## src/rtl/lsu_bus_master.sv

```systemverilog
// rtl/lsu_bus_master.sv - RV32 load/store initiator onto the word-only memory/MMIO bus
// Sub-word stores via read-modify-write only when LSU_RMW_EN is defined; otherwise SB/SH error out.
module lsu_bus_master #(
  parameter bit RESP_ON_UNSELECTED = 1'b1
) (
  input  logic        clk,
  input  logic        rst_n,
  input  logic        req_valid,
  output logic        req_ready,
  input  logic        req_we,
  input  logic [2:0]  req_funct3,
  input  logic [31:0] req_addr,
  input  logic [31:0] req_wdata,
  output logic        resp_valid,
  output logic [31:0] resp_rdata,
  output logic        resp_error,
  output logic        bus_rw,
  output logic [31:0] bus_address,
  output logic [31:0] bus_write_data,
  input  logic [31:0] bus_read_data,
  input  logic        bus_selected
);

`ifdef LSU_RMW_EN
  typedef enum logic [2:0] {S_IDLE, S_ACCESS, S_RMW_RD, S_RMW_WR, S_RESP} state_t;
`else
  typedef enum logic [2:0] {S_IDLE, S_ACCESS, S_RESP} state_t;
`endif

  state_t      state;
  logic        bus_active;
  logic        r_we;
  logic [2:0]  r_funct3;
  logic [31:0] r_addr;
`ifdef LSU_RMW_EN
  logic [15:0] r_wdata;
  logic [31:0] old_word;
`endif

  logic illegal;
  logic misaligned;
  logic sub_store;

  always_comb begin
    illegal    = (req_funct3 == 3'b011) || (req_funct3 == 3'b110) || (req_funct3 == 3'b111) ||
                 (req_funct3[2] && req_we);
    misaligned = ((req_funct3[1:0] == 2'b01) && req_addr[0]) ||
                 ((req_funct3[1:0] == 2'b10) && (req_addr[1:0] != 2'b00));
    sub_store  = req_we && !req_funct3[1];
  end

  // The address register doubles as the bus address; it is gated so the bus reads 0 when idle.
  assign bus_address = bus_active ? {r_addr[31:2], 2'b00} : 32'h0;

  function automatic logic [31:0] load_ext(input logic [2:0] f3, input logic [1:0] a,
                                           input logic [31:0] w);
    logic [7:0]  b;
    logic [15:0] h;
    logic [31:0] r;
    b = w[{a, 3'b000} +: 8];
    h = a[1] ? w[31:16] : w[15:0];
    case (f3[1:0])
      2'b00:   r = {{24{b[7] & ~f3[2]}}, b};
      2'b01:   r = {{16{h[15] & ~f3[2]}}, h};
      default: r = w;
    endcase
    return r;
  endfunction

`ifdef LSU_RMW_EN
  function automatic logic [31:0] merge(input logic half, input logic [1:0] a,
                                        input logic [15:0] wd, input logic [31:0] old);
    logic [31:0] r;
    r = old;
    if (half) begin
      if (a[1]) r[31:16] = wd;
      else      r[15:0]  = wd;
    end else begin
      r[{a, 3'b000} +: 8] = wd[7:0];
    end
    return r;
  endfunction
`endif

  always_ff @(posedge clk or negedge rst_n) begin
    if (!rst_n) begin
      state          <= S_IDLE;
      req_ready      <= 1'b1;
      resp_valid     <= 1'b0;
      resp_rdata     <= 32'h0;
      resp_error     <= 1'b0;
      bus_rw         <= 1'b0;
      bus_active     <= 1'b0;
      bus_write_data <= 32'h0;
      r_we           <= 1'b0;
      r_funct3       <= 3'b000;
      r_addr         <= 32'h0;
`ifdef LSU_RMW_EN
      r_wdata        <= 16'h0;
      old_word       <= 32'h0;
`endif
    end else begin
      resp_valid <= 1'b0;
      case (state)
        S_IDLE: begin
          if (req_valid) begin
            r_we      <= req_we;
            r_funct3  <= req_funct3;
            r_addr    <= req_addr;
`ifdef LSU_RMW_EN
            r_wdata   <= req_wdata[15:0];
`endif
            req_ready <= 1'b0;
            if (illegal || misaligned) begin
              state      <= S_RESP;
              resp_valid <= 1'b1;
              resp_error <= 1'b1;
              resp_rdata <= 32'h0;
            end else if (sub_store) begin
`ifdef LSU_RMW_EN
              state      <= S_RMW_RD;
              bus_active <= 1'b1;
              bus_rw     <= 1'b0;
`else
              state      <= S_RESP;
              resp_valid <= 1'b1;
              resp_error <= 1'b1;
              resp_rdata <= 32'h0;
`endif
            end else begin
              state          <= S_ACCESS;
              bus_active     <= 1'b1;
              bus_rw         <= req_we;
              bus_write_data <= req_we ? req_wdata : 32'h0;
            end
          end
        end
        S_ACCESS: begin
          state          <= S_RESP;
          resp_valid     <= 1'b1;
          bus_active     <= 1'b0;
          bus_rw         <= 1'b0;
          bus_write_data <= 32'h0;
          if (!bus_selected) begin
            resp_error <= RESP_ON_UNSELECTED;
            resp_rdata <= 32'h0;
          end else begin
            resp_error <= 1'b0;
            resp_rdata <= r_we ? 32'h0 : load_ext(r_funct3, r_addr[1:0], bus_read_data);
          end
        end
`ifdef LSU_RMW_EN
        S_RMW_RD: begin
          old_word <= bus_read_data;
          if (!bus_selected) begin
            // Nobody answered the read: never write back a merged garbage word.
            state      <= S_RESP;
            resp_valid <= 1'b1;
            resp_error <= RESP_ON_UNSELECTED;
            resp_rdata <= 32'h0;
            bus_active <= 1'b0;
          end else begin
            state          <= S_RMW_WR;
            bus_rw         <= 1'b1;
            bus_write_data <= merge(r_funct3[0], r_addr[1:0], r_wdata, bus_read_data);
          end
        end
        S_RMW_WR: begin
          state          <= S_RESP;
          resp_valid     <= 1'b1;
          resp_error     <= !bus_selected && RESP_ON_UNSELECTED;
          resp_rdata     <= 32'h0;
          bus_active     <= 1'b0;
          bus_rw         <= 1'b0;
          bus_write_data <= 32'h0;
        end
`endif
        S_RESP: begin
          state      <= S_IDLE;
          req_ready  <= 1'b1;
          resp_error <= 1'b0;
          resp_rdata <= 32'h0;
        end
        default: begin
          state          <= S_IDLE;
          req_ready      <= 1'b1;
          bus_active     <= 1'b0;
          bus_rw         <= 1'b0;
          bus_write_data <= 32'h0;
        end
      endcase
    end
  end

endmodule

```

## config.mk

```make
export PLATFORM = sky130hd
export DESIGN_NAME = lsu_bus_master
export DESIGN_NICKNAME = d
export VERILOG_FILES = /design/src/rtl/lsu_bus_master.sv
export SDC_FILE = /design/constraint.sdc
export NUM_CORES = 1
export LEC_CHECK = 0
export CORE_ASPECT_RATIO = 0.8
export CORE_MARGIN = 2
export CORE_UTILIZATION = 40
export DETAILED_ROUTE_END_ITERATION = 10
export PLACE_DENSITY_LB_ADDON = 0.2
export SLEW_MARGIN = 20
export SYNTH_ARGS = -nofsm -noshare
export SYNTH_HDL_FRONTEND = slang
export SYNTH_SLANG_ARGS = --single-unit
```

## constraint.sdc

```tcl
create_clock -name clk -period 2.1 [get_ports clk]
set_clock_uncertainty 0.2 [all_clocks]
set_input_delay 0.42 -clock clk [delete_from_list [all_inputs] [get_ports clk]]
set_output_delay 0.42 -clock clk [all_outputs]
set_load 0.01 [all_outputs]
```

## After elaboration in Yosys (flattened, before gate mapping)

Cells that the tools add are included.

| word-level totals | value |
|---|---|
| logic and storage cells | 84 |
| bits in registers | 108 |

| operators by class | value |
|---|---|
| eq/ne operators | 12 |
| shift operators | 1 |
| bitwise logic cells | 5 |
| reduce and logical (&&, ||, !) cells | 18 |
| multiplexer cells | 37 |

Operator list:

| cell | count |
|---|---|
| $mux W32 | 10 |
| $pmux W32 S2 | 2 |
| $pmux W32 S3 | 1 |
| $shiftx A32 B6 Y8 | 1 |
| $mux W16 | 1 |
| $mux W1 | 14 |
| $pmux W1 S2 | 4 |
| $eq A3 B2 Y1 const B | 2 |
| $eq A3 B3 Y1 const B | 2 |
| $ne A2 B2 Y1 const B | 3 |
| $pmux W3 S2 | 1 |
| $logic_or A1 B1 Y1 | 5 |
| $eq A2 B1 Y1 const B | 2 |
| $logic_and A1 B1 Y1 | 4 |
| $mux W2 | 2 |
| $reduce_and A2 Y1 | 2 |
| $reduce_and A4 Y1 | 1 |
| $eq A3 B1 Y1 const B | 1 |
| $logic_not A3 Y1 | 1 |
| $mux W3 | 1 |
| $ne A3 B3 Y1 const B | 1 |
| $not A1 Y1 | 3 |
| $pmux W1 S3 | 1 |
| $reduce_and A3 Y1 | 1 |
| other kinds (6) | 7 |

## Depth between registers and ports, before layout

| depth | value |
|---|---|
| depth in word-level cells | 8 |
| depth in mapped cells | 8 |
| gate-level depth less buffers | 6 |

## Worst setup path before layout

Ideal clock, no wire load.

| path | value |
|---|---|
| kind | reg2reg |
| start | register state[0] |
| end | register r_addr[10] |
| slack | 0.054 ns |
| buffers on the path | 3 |
| arrival time | 1.721 ns |
| period minus slack after synthesis | 2.046 ns |
| stages on the path, launching flop included | 8 |
| cells stage by stage | dfrtp_1 -> inv_1 -> ha_1 -> buf_2 -> and2_1 -> clkbuf_1 -> buf_2 -> mux2_2 |

| on the way | value |
|---|---|
| cells in the longest elaborated chain, start to end | 2 |

RTL lines:

| what | line | RTL |
|---|---|---|
| start: declaration | 30 | `state_t state;` |
| start signal: assignment | 87 | `state <= S_IDLE;` |
| start signal: assignment | 115 | `state <= S_RESP;` |
| start signal: assignment | 125 | `state <= S_RESP;` |
| $logic_not A3 Y1 | 104 | `case (state)` |
| $reduce_and A2 Y1 (no source line) | - |  |
| end signal: assignment | 109 | `r_addr <= req_addr;` |
| end: declaration | 34 | `logic [31:0] r_addr;` |

No other way between the ends.
A chain may end at the register's enable or synchronous reset.

## Worst setup path in the final report

| path | value |
|---|---|
| start | register state[0] |
| end | register resp_rdata[24] |

| on the way | value |
|---|---|
| cells in the longest elaborated chain, start to end | 3 |
| elaborated cells on any way between the ends | 8 |
| those cells by class | eq/ne (4); mux (1); reduce/logical (3) |

RTL lines:

| what | line | RTL |
|---|---|---|
| $eq A3 B1 Y1 (tied with other cells) | 104 |  |
| $reduce_bool A3 Y1 (no source line) (tied with other cells) | - |  |
| $reduce_and A3 Y1 (no source line) | - |  |
| end signal: assignment | 149 | `resp_rdata <= r_we ? 32'h0 : load_ext(r_funct3, r_addr[1:0], bus_read_data);` |
| end: declaration | 15 | `output logic [31:0] resp_rdata,` |

Parallel ways exist; a longest one is shown, timed or not.

==> flow_summary.yaml <==
sta:
  period_minus_slack_ns: 2.05
  fin_hold_ws_ns: 0.276
  timing_hold_violations_final: 0
  drv_slew: 0
  setup_viol_count_final: 0
  period_share_pct: 97.5
  max_freq_ghz: 0.488
cts:
  root_buffer: "clkbuf_16"
  path_clk_slew_ns: 0.07
  clock_latency_ns: 0.34
  clock-sinks: 107
  cts_buffer_depth: 2
  cts_tree: "done"
  cts_max_level: 3
  cts_setup_buffers: 0
  cts_buffers: 9
final_layout:
  area_growth_pct: 53.2
  nFillCells: 1102
  regArea_sq_um: 2680
  multi_input_area_sq_um: 2260
  num_antenna_cells: 0
  drive_gt1_share_pct: 15.4
  nets: 796
  final_cell_mix: "170 x clkdlybuf4s50_1, 106 x dfrtp_1, 40 x inv_1, 35 x mux2_2, 31 x and2_1"
  final_common_cell: "clkdlybuf4s50_1"
  stdcell_area_sq_um: 7990
worst_hold_path:
  holdCritStartpoint: "r_we$_DFFE_PN0P_"
  hold_path_class: "register to register"
grt:
  grt_pass1_vias: 4813
  gr-total-overflow: 0
  grt_max_degree: 36
  grt.total_usage_pct: 22.2
  grt_pass1_wl_mm: 24.8
  antenna_found_initial: 0
power:
  irDropWorstVdd_uv: 613
  pwr-share-seq_pct: 34.8
  clkPwrFrac_pct: 19.4
  powerDensity_nw_per_um2: 1130
  internal_power_mw: 5.85
  power.share.combinational_pct: 45.8
  p_sw_share_pct: 35.3
  p_sw_mw: 3.19
  leakagePower_nw: 3.42
detailed_routing:
  vias: 4631
  drt_first_pass_iters: 5
  drtIter0Drc: 235
  final_antenna_net_count: 0
  avgViaCountPerCell: 5.34
  wl_mm: 15.2
  drc: 0
  wl_per_cell_um: 17.5
placed_design:
  dpl_cell_area_sq_um: 7640
  dp_hpwl_mm: 11.1
  place_congestion: 0.932
  portBuffers: 201
die:
  die_area_sq_um: 14000
  core-area_sq_um: 12800
  die_height_um: 106
  io_pins: 204
  rows: 37
  start_util_pct: 40.8
  die_x_um: 132
critical_path:
  startpoint_type: "register"
  startpoint: "state[0]$_DFFE_PN0N_"
  required_ns: 2.16
  reg2reg_from: "state[0]$_DFFE_PN0N_"
  cp.arrival_ns: 2.11
  ff2ff_setup_slack_ns: 0.05
  crit_path_end_kind: "register"
  worst-setup-path-type: "register to register"
  cp_max_fo: 16
synth:
  syn_avg_cell_area_sq_um: 10.9
  synth_warnings: 0
  netlist_area_sq_um: 5210
  ys_seq_area_share_pct: 51.4
  synthCells: 479
  synth_seq_cells: 107
  ys_async_sr_fraction_pct: 100
  ys_types: 44
  synth_ff_type: "dfrtp_1"
  synth_edf_count: 0
job:
  drv_cap: 0
run_status:
  status: "complete, no violations"
[state kept, by name, indices dropped and copies added (netlist names)]
name / count
bus_write_data: 32
r_addr: 32
resp_rdata: 32
r_funct3: 3
state: 2
bus_active: 1
bus_rw: 1
r_we: 1
req_ready: 1
resp_error: 1
resp_valid: 1
[cell families after synthesis]
family / count (synthesis) / share of synthesized area [%]
AOI/OAI and AO/OA: 138 / 20.7
adders and majority gates: 3 / 0.720
buffers and inverters: 80 / 6.50
DFF: 107 / 51.4
muxes: 44 / 9.53
other: 1 / 0.0719
and+or+nand+nor: 106 / 11.1
[power groups by stage]
stage               registers (mW)  logic (mW)  clock network, mW
floorplan                     3.15        2.26                  0
global placement              3.11        4.12                  0
detailed placement            3.16        4.19                  0
CTS                           3.13        4.12               1.81
global route                  3.23        4.49               1.89
finish                        3.14        4.14               1.76
[worst paths after layout]
check / endpoint / cells past startpoint
worst max-delay path: resp_rdata[24]$_DFFE_PN0P_ / 7
worst min-delay path: r_we$_DFFE_PN0P_ / 2
worst max register to register: resp_rdata[24]$_DFFE_PN0P_ / 7
worst min register to register: r_we$_DFFE_PN0P_ / 2
max in group asynchronous: resp_rdata[31]$_DFFE_PN0P_ / 3
min in group asynchronous: bus_write_data[12]$_DFFE_PN0P_ / 2
[synthesized netlist by cell type, types with 2 or more instances]
master       n  area share [%]
a22o_1      23             3.9
mux2_2      35             7.6
o221ai_1     9             1.5
nor2_1       4            0.29
mux2i_1      8             1.5
nand2b_1     2            0.24
dfrtp_1    106              51
nand2_1     29             2.1
buf_2       16             1.5
o21ai_0     23             2.2
a221o_1      7             1.3
or2_2        2            0.24
buf_4        3            0.43
clkbuf_1    19             1.4
a21oi_2      2            0.34
nand3_1     14             1.3
inv_1       40             2.9
a21oi_1      4            0.38
o2bb2ai_1   16             2.7
o211ai_1    13             1.9
a32oi_1     20             3.4
a211o_1      2            0.34
a22oi_1     11             1.6
ha_1         3            0.72
and2_1      31             3.7
nor2b_1     19             2.3
[metrics by stage]
step | TNS, ns | util [%] | instances | total power [mW] | setup slack [ns]
detailed placement | -22.57 | 59.8 | 852 | 7.35 | -0.419
finish | 0 | 62.5 | 868 | 9.04 | 0.0515
floorplan | 0 | - | 480 | 5.41 | 0.0545
global placement | -19.34 | 59.8 | 852 | 7.24 | -0.346
global route | -0.0199 | 62.5 | 868 | 9.61 | -0.00766
CTS | 0 | 62.1 | 868 | 9.06 | 0.00821
[final cells by class]
type | instances | area share (%)
sequential | 107 | 33.5
timing repair buffer | 237 | 29.5
multi-input combinational | 293 | 28.3
clock buffer | 12 | 3.34
tap | 175 | 2.74
inverter | 41 | 1.97
clock inverter | 3 | 0.580
[what timing repair did]
action	in CTS	in global routing
setup endpoints to repair	46	67
endpoints found under the hold margin	23	0
pin swaps	0	2
hold buffers	1	0
resized for setup	31	11
[layer usage]
metal	vias up	wire (um)	global-route usage, %
met1	2278	6790	29.5
met4	0	218	6.06
met3	21	1300	7.01
met5	-	0	0
met2	195	6870	35.3
li1	2137	-	-
[worst max-delay path, cell delays in order (launching register included)]
cell and delay (ns):
dfrtp_1 0.41, inv_1 0.10, ha_2 0.23, nand2_2 0.07, a211o_4 0.34, a211o_1 0.30
buf_12 0.16, o2bb2ai_1 0.15
Note: power is estimated with default switching activity, not from simulation.
